### src/rtl/cc_pkg.sv
// Shared constants and types for the cache read-data return path.
package cc_pkg;

  localparam int DATA_W   = 64;
  localparam int BEATS    = 8;
  localparam int BEAT_W   = $clog2(BEATS);
  localparam int LINE_W   = DATA_W * BEATS;
  localparam int ENTRY_W  = 518;
  localparam int CRIT_MSB = 517;
  localparam int CRIT_LSB = 515;

  typedef enum logic {
    IDLE,
    BURST
  } cc_arb_state_t;

endpackage

### src/rtl/cc_rr_arbiter2.sv
// Two-requester round-robin arbiter; the caller owns the last-grant pointer.
module cc_rr_arbiter2 (
  input  logic [1:0] req_i,
  input  logic       last_grant_i,
  input  logic       update_i,
  output logic [1:0] gnt_o,
  output logic       gnt_valid_o
);

  logic pick;

  // On a tie the requester that was not served last wins.
  always_comb begin
    pick        = (req_i == 2'b11) ? ~last_grant_i : req_i[1];
    gnt_valid_o = update_i & (|req_i);
    gnt_o       = 2'b00;
    if (gnt_valid_o) begin
      gnt_o = pick ? 2'b10 : 2'b01;
    end
  end

endmodule

### src/rtl/cc_rdata_arbiter.sv
// Schedules whole-line bursts from the hit and refill FIFOs onto the 64-bit R channel,
// returning each line critical-word-first.
module cc_rdata_arbiter
  import cc_pkg::*;
(
  input  logic               clk,
  input  logic               rst_n,
  input  logic               src0_empty_i,
  input  logic [ENTRY_W-1:0] src0_rdata_i,
  output logic               src0_rden_o,
  input  logic               src1_empty_i,
  input  logic [ENTRY_W-1:0] src1_rdata_i,
  output logic               src1_rden_o,
  output logic [DATA_W-1:0]  rdata_o,
  output logic               rlast_o,
  output logic               rvalid_o,
  output logic               rid_o,
  input  logic               rready_i
);

  cc_arb_state_t      state_q;
  logic [LINE_W-1:0]  lineBuf_q;
  logic [BEAT_W-1:0]  crit_q;
  logic [BEAT_W-1:0]  beat_q;
  logic [BEAT_W-1:0]  beat_d;
  logic [BEAT_W-1:0]  wordIdx;
  logic               rid_q;
  logic               rrPtr_q;
  logic [1:0]         req;
  logic [1:0]         gnt;
  logic               gntValid;
  logic               canArb;
  logic               lastBeat;
  logic [LINE_W-1:0]  headLine;
  logic [BEAT_W-1:0]  headCrit;
  logic [DATA_W-1:0]  wordMux;
  logic               unusedOffset;

  assign lastBeat = (beat_q == BEAT_W'(BEATS - 1));
  assign beat_d   = beat_q + BEAT_W'(1);
  assign wordIdx  = crit_q + beat_q;

  // Arbitrate when idle or on the final accepted beat, so back-to-back bursts have no bubble.
  assign canArb = rst_n & ((state_q == IDLE) |
                           ((state_q == BURST) & rready_i & lastBeat));
  assign req    = {~src1_empty_i, ~src0_empty_i};

  cc_rr_arbiter2 u_arb (
    .req_i        (req),
    .last_grant_i (rrPtr_q),
    .update_i     (canArb),
    .gnt_o        (gnt),
    .gnt_valid_o  (gntValid)
  );

  assign src0_rden_o = gnt[0];
  assign src1_rden_o = gnt[1];

  assign headLine = gnt[1] ? src1_rdata_i[LINE_W-1:0] : src0_rdata_i[LINE_W-1:0];
  assign headCrit = gnt[1] ? src1_rdata_i[CRIT_MSB:CRIT_LSB]
                           : src0_rdata_i[CRIT_MSB:CRIT_LSB];

  // The low offset bits carry nothing this block needs.
  assign unusedOffset = ^{src0_rdata_i[CRIT_LSB-1:LINE_W], src1_rdata_i[CRIT_LSB-1:LINE_W]};

  always_comb begin
    wordMux = '0;
    for (int k = 0; k < BEATS; k++) begin
      if (wordIdx == BEAT_W'(k)) begin
        wordMux = lineBuf_q[LINE_W-1-DATA_W*k -: DATA_W];
      end
    end
  end

  always_ff @(posedge clk) begin
    if (!rst_n) begin
      state_q   <= IDLE;
      lineBuf_q <= '0;
      crit_q    <= '0;
      beat_q    <= '0;
      rid_q     <= 1'b0;
      rrPtr_q   <= 1'b1;
    end else if (gntValid) begin
      state_q   <= BURST;
      lineBuf_q <= headLine;
      crit_q    <= headCrit;
      beat_q    <= '0;
      rid_q     <= gnt[1];
      rrPtr_q   <= gnt[1];
    end else if ((state_q == BURST) && rready_i) begin
      beat_q <= beat_d;
      if (lastBeat) begin
        state_q <= IDLE;
      end
    end
  end

  assign rvalid_o = (state_q == BURST);
  assign rlast_o  = (state_q == BURST) & lastBeat;
  assign rid_o    = rid_q;
  assign rdata_o  = wordMux;

endmodule

### config.mk
export PLATFORM = sky130hd
export DESIGN_NAME = cc_rdata_arbiter
export DESIGN_NICKNAME = d
export VERILOG_FILES = /design/src/rtl/cc_pkg.sv /design/src/rtl/cc_rr_arbiter2.sv /design/src/rtl/cc_rdata_arbiter.sv
export SDC_FILE = /design/constraint.sdc
export NUM_CORES = 1
export LEC_CHECK = 0
export CORE_AREA = 2 2 431 433
export DETAILED_ROUTE_END_ITERATION = 12
export DIE_AREA = 0 0 433 435
export DONT_BUFFER_PORTS = 1
export GPL_TIMING_DRIVEN = 0
export HOLD_SLACK_MARGIN = 0.08
export SYNTH_ARGS = -nofsm -noshare
export SYNTH_HDL_FRONTEND = slang
export SYNTH_HIERARCHICAL = 1
export SYNTH_SLANG_ARGS = --single-unit
### constraint.sdc
create_clock -name clk -period 3.4 [get_ports clk]
set_input_delay 0.68 -clock clk [delete_from_list [all_inputs] [get_ports clk]]
set_output_delay 0.68 -clock clk [all_outputs]
set_load 0.05 [all_outputs]
==> results.sh <==
export IMPL_outcome="finished, violations left"
export IMPL_failed_checks="negative setup slack"
export IMPL_series_of_cell_instances_along_the_critical_path="ha_4 > inv_4 > fa_2 > buf_6 > buf_6 > buf_12 > or2_4 > a211o_1 > nand4_1"
export IMPL_core_region_area_sq_um=184000
export IMPL_power_share_combinational_pct=27.9
export IMPL_pwr_share_seq_pct=34.7
export IMPL_io_pin_count=1110
export IMPL_post_synth_num_cell_types=39
export IMPL_clkSinkCount=521
export IMPL_worst_skew_pair_late_latency_ps=700
export IMPL_slew_viol_final=0
export IMPL_detail_route_drc_violations=0
export IMPL_critPathKind="flop to output port"
export IMPL_ys_flop_type="sky130_fd_sc_hd__dfxtp_1"
export IMPL_die_w_um=433
export IMPL_syn_cell_area_sq_um=27900
export IMPL_timing_final_crit_period_ps=4010
export IMPL_nNetsFinal=3956
export IMPL_cts_max_level=3
export IMPL_worstPathBufferInverterCount=4
export IMPL_drt_wirelength_per_cell_um=41.7
export IMPL_synth_ff_latch_count=521
export IMPL_global_route_overflow_total=0
export IMPL_finalHoldViolCount=0
export IMPL_grt_max_degree=20
export IMPL_drv_max_cap_violation_count=0
export IMPL_portBuffers=0
export IMPL_critical_path_arrival_ps=3330
export IMPL_synth_commonest_cells="sky130_fd_sc_hd__nand2_1, sky130_fd_sc_hd__mux2i_1, sky130_fd_sc_hd__dfxtp_1, sky130_fd_sc_hd__o211a_1, sky130_fd_sc_hd__clkbuf_1"
export IMPL_worst_r2r_path_depth=15
export IMPL_timing_max_slew_rel_slack_pct=15.9
export IMPL_grt_pass1_wl_um=277000
export IMPL_critical_path_reg2reg_endpoint="lineBuf_q[145]"
export IMPL_crit_path_max_incr_delay_ps=670
export IMPL_finish_stage_setup_viols=64
export IMPL_antenna_found_initial=158
export IMPL_clock_fmax_ghz=0.249
export IMPL_syn_avg_cell_area_sq_um=10.0
export IMPL_place_area_sq_um=31100
export IMPL_cts_max_path_buffers=3
export IMPL_synth_largest_type_area_fraction_pct=37.3
export IMPL_p_per_area_nw_per_um2=538
export IMPL_hp_start="rready_i"
export IMPL_synth_edff_count=0
export IMPL_synthToLayoutAreaGrowth_pct=35.6
export IMPL_final_layout_size_suffix_gt1_share_pct=25.0
export IMPL_start_util_pct=15.2
export IMPL_place_detailed_hpwl_um=192000
export IMPL_finalWeightedCongestion=1.19
export IMPL_finalWorstSetupSlack_ps=-611
export IMPL_floorplan_die_area_sq_um=188000
export IMPL_cts_hold_buffers=0
export IMPL_syn_num_nets=3826
export IMPL_holdCritPathClass="primary input to flop"
export IMPL_clkSlewWorstSetupHoldPaths_ps=50
export IMPL_finalPower_mw=20.4
export IMPL_worst_r2r_setup_slack_ps=10
export IMPL_routed_via_count=26200
export IMPL_path_max_fanout=5
export IMPL_net_switching_power_mw=7.27
export IMPL_synthMostInstantiatedCell="sky130_fd_sc_hd__nand2_1"
export IMPL_critPathMostFrequentCell="sky130_fd_sc_hd__buf_6"
export IMPL_whs_path_depth=2
export IMPL_cts_root_buf="sky130_fd_sc_hd__clkbuf_16"
export IMPL_number_of_buffers_created_by_cts=69
export IMPL_finalClockSkew_ps=35.3
export IMPL_min_period_over_period_pct=118
export IMPL_final_seq_area_sq_um=10400
export IMPL_fillerInstances=20000
export IMPL_ant_nets=0
export IMPL_synth_seq_area_share_pct=37.3
export IMPL_timing_critical_path_slowest_stage_cell="sky130_fd_sc_hd__nand4_1"
export IMPL_viasPerCell=4.75
export IMPL_worst_r2r_start="beat_q[0]"
export IMPL_globalRouteTotalUtil_pct=23.2
export IMPL_multi_input_comb_area_sq_um=18900
export IMPL_worst_ir_drop_vdd_v=0.000307
export IMPL_die_height_um=435
export IMPL_route_final_wire_length_um=230000
export IMPL_synthArstFlopShare_pct=0
export IMPL_rows=158
export IMPL_worst_hold_path_endpoint="beat_q[2]"
export IMPL_layout_cell_area_non_filler_sq_um=37900
export IMPL_rsz0062_at_grt="true"
export IMPL_switching_share_pct=35.6
export IMPL_critical_path_top_delay_family="simple AND/OR/NAND/NOR gates"
export IMPL_crit_required_ps=2720
export IMPL_cts_tree="built"
export IMPL_initialDrtViolationCount=2739
export IMPL_clock_power_share_pct=37.3
export IMPL_yosys_top_cells_area="sky130_fd_sc_hd__dfxtp_1, sky130_fd_sc_hd__mux2i_1, sky130_fd_sc_hd__o211a_1, sky130_fd_sc_hd__nand2_1, sky130_fd_sc_hd__mux4_2"
export IMPL_netlist_top_cell_by_area="sky130_fd_sc_hd__dfxtp_1"
export IMPL_first_global_vias=24900
export IMPL_timing_worst_slew_pin_value_ps=1260
export IMPL_netlist_instances=2781
export IMPL_leakage_nw=16.4
export IMPL_cp_start_kind="flop"
export IMPL_yosys_warnings=6
export IMPL_firstDrtPassIters=9
export IMPL_cp_end_kind="output port"
export IMPL_internal_mw=13.1
-- cells by family (layout without fill, tap and decap cells) --
| logic type | count (synthesis) | count (layout) | synth area share (%) |
|---|---|---|---|
| AOI/OAI and AO/OA | 648 | 648 | 22.3 |
| adders and majority gates | 4 | 4 | 0.206 |
| DFF | 521 | 521 | 37.3 |
| other | 0 | 76 | 0 |
| muxes | 678 | 678 | 26.9 |
| and+or+nand+nor | 631 | 631 | 8.68 |
| xor gates and xnor gates | 4 | 4 | 0.233 |
| buffers and inverters | 295 | 474 | 4.33 |
-- cell type report --
type,instances,area share [%]
multi-input combinational,1965,49.8
sequential,521,27.6
tap,2480,8.19
buffer,280,5.32
clock buffer,94,5.16
timing repair buffer,67,2.49
clock inverter,26,0.856
antenna,76,0.502
inverter,7,0.0760
-- power by group through the flow --
stage                     logic [mW]  clock network [mW]  registers, mW
after floorplan                 2.78                   0           6.98
after global placement          4.75                   0           7.14
after detailed placement        4.80                   0           7.16
after CTS                       5.43                7.75           7.07
after global routing            5.89                7.96           7.12
final                           5.70                7.61           7.08
-- worst register-to-register path, stage by stage, from the launching register on --
cell	delay, ps
sky130_fd_sc_hd__dfxtp_2	350
sky130_fd_sc_hd__buf_4	110
sky130_fd_sc_hd__buf_6	100
sky130_fd_sc_hd__ha_4	130
sky130_fd_sc_hd__ha_4	170
sky130_fd_sc_hd__a21boi_4	100
sky130_fd_sc_hd__nor2b_4	150
sky130_fd_sc_hd__nand2_2	80
sky130_fd_sc_hd__a21oi_4	440
sky130_fd_sc_hd__buf_8	210
sky130_fd_sc_hd__clkbuf_16	200
sky130_fd_sc_hd__buf_6	240
sky130_fd_sc_hd__buf_2	350
sky130_fd_sc_hd__mux2i_1	440
sky130_fd_sc_hd__nand2_1	110
sky130_fd_sc_hd__o211a_1	140
-- routing by layer --
layer  wire [um]  GRT usage [%]  share of wire, %  vias up
li1            -              -                 -    10800
met1       82200           24.8                36    13200
met2      113000           40.2                49     1632
met3       22700           8.87               9.8      449
met4       11500           10.3               5.0      106
met5         683           1.13              0.30        -
-- metrics by stage --
stage,cells,setup TNS (ps),util [%],hold slack (ps),setup WS [ps]
floorplan,2781,0,-,449,53.2
global placement,5261,-1661440,16.9,454,-4980
detailed placement,5262,-1368410,16.9,462,-3690
CTS,5404,-34950,19.6,129,-747
global route,5480,-33000,20.5,144,-715
finish,5516,-27870,20.6,176,-611
-- flip-flops by register name (all words and copies together), names as in the netlist --
name / flops
crit_q: 3
rvalid_o: 1
rrPtr_q: 1
beat_q: 3
lineBuf_q: 512
rid_o: 1
-- worst max path at each step --
stage / startpoint / to / slack [ps] / depth (start not counted)
floorplan: beat_q[0] / rdata_o[5] / 50 / 9
global placement: rst_n / lineBuf_q[252] / -4980 / 12
detailed placement: rst_n / lineBuf_q[249] / -3690 / 12
CTS: crit_q[0] / rdata_o[3] / -750 / 8
global route: beat_q[0] / rdata_o[3] / -720 / 9
finish: beat_q[0] / rdata_o[54] / -610 / 9
-- layout by cell type, fill, tap and decap left out, types with 24 or more instances in the layout --
cell,synthesis,layout
sky130_fd_sc_hd__mux2i_4,0,79
sky130_fd_sc_hd__buf_6,0,59
sky130_fd_sc_hd__o211a_1,515,515
sky130_fd_sc_hd__mux2i_1,557,412
sky130_fd_sc_hd__mux2_2,70,68
sky130_fd_sc_hd__buf_12,0,36
sky130_fd_sc_hd__nand2_4,0,32
sky130_fd_sc_hd__diode_2,0,76
sky130_fd_sc_hd__o221a_4,0,31
sky130_fd_sc_hd__nand2_1,596,529
sky130_fd_sc_hd__clkbuf_16,0,83
sky130_fd_sc_hd__dfxtp_1,521,516
sky130_fd_sc_hd__nand2_8,0,24
sky130_fd_sc_hd__buf_4,2,31
sky130_fd_sc_hd__mux2i_2,0,66
sky130_fd_sc_hd__a21oi_1,48,25
sky130_fd_sc_hd__mux4_2,51,51
sky130_fd_sc_hd__clkbuf_1,197,153
-- timing repair --
item,CTS,global route
endpoints found under the hold margin,0,0
cloned,3,10
pin swaps,45,61
resized for setup,566,293
endpoints found under the setup margin,587,286
buffers inserted,23,33
Power figures use the tool's default switching activity.
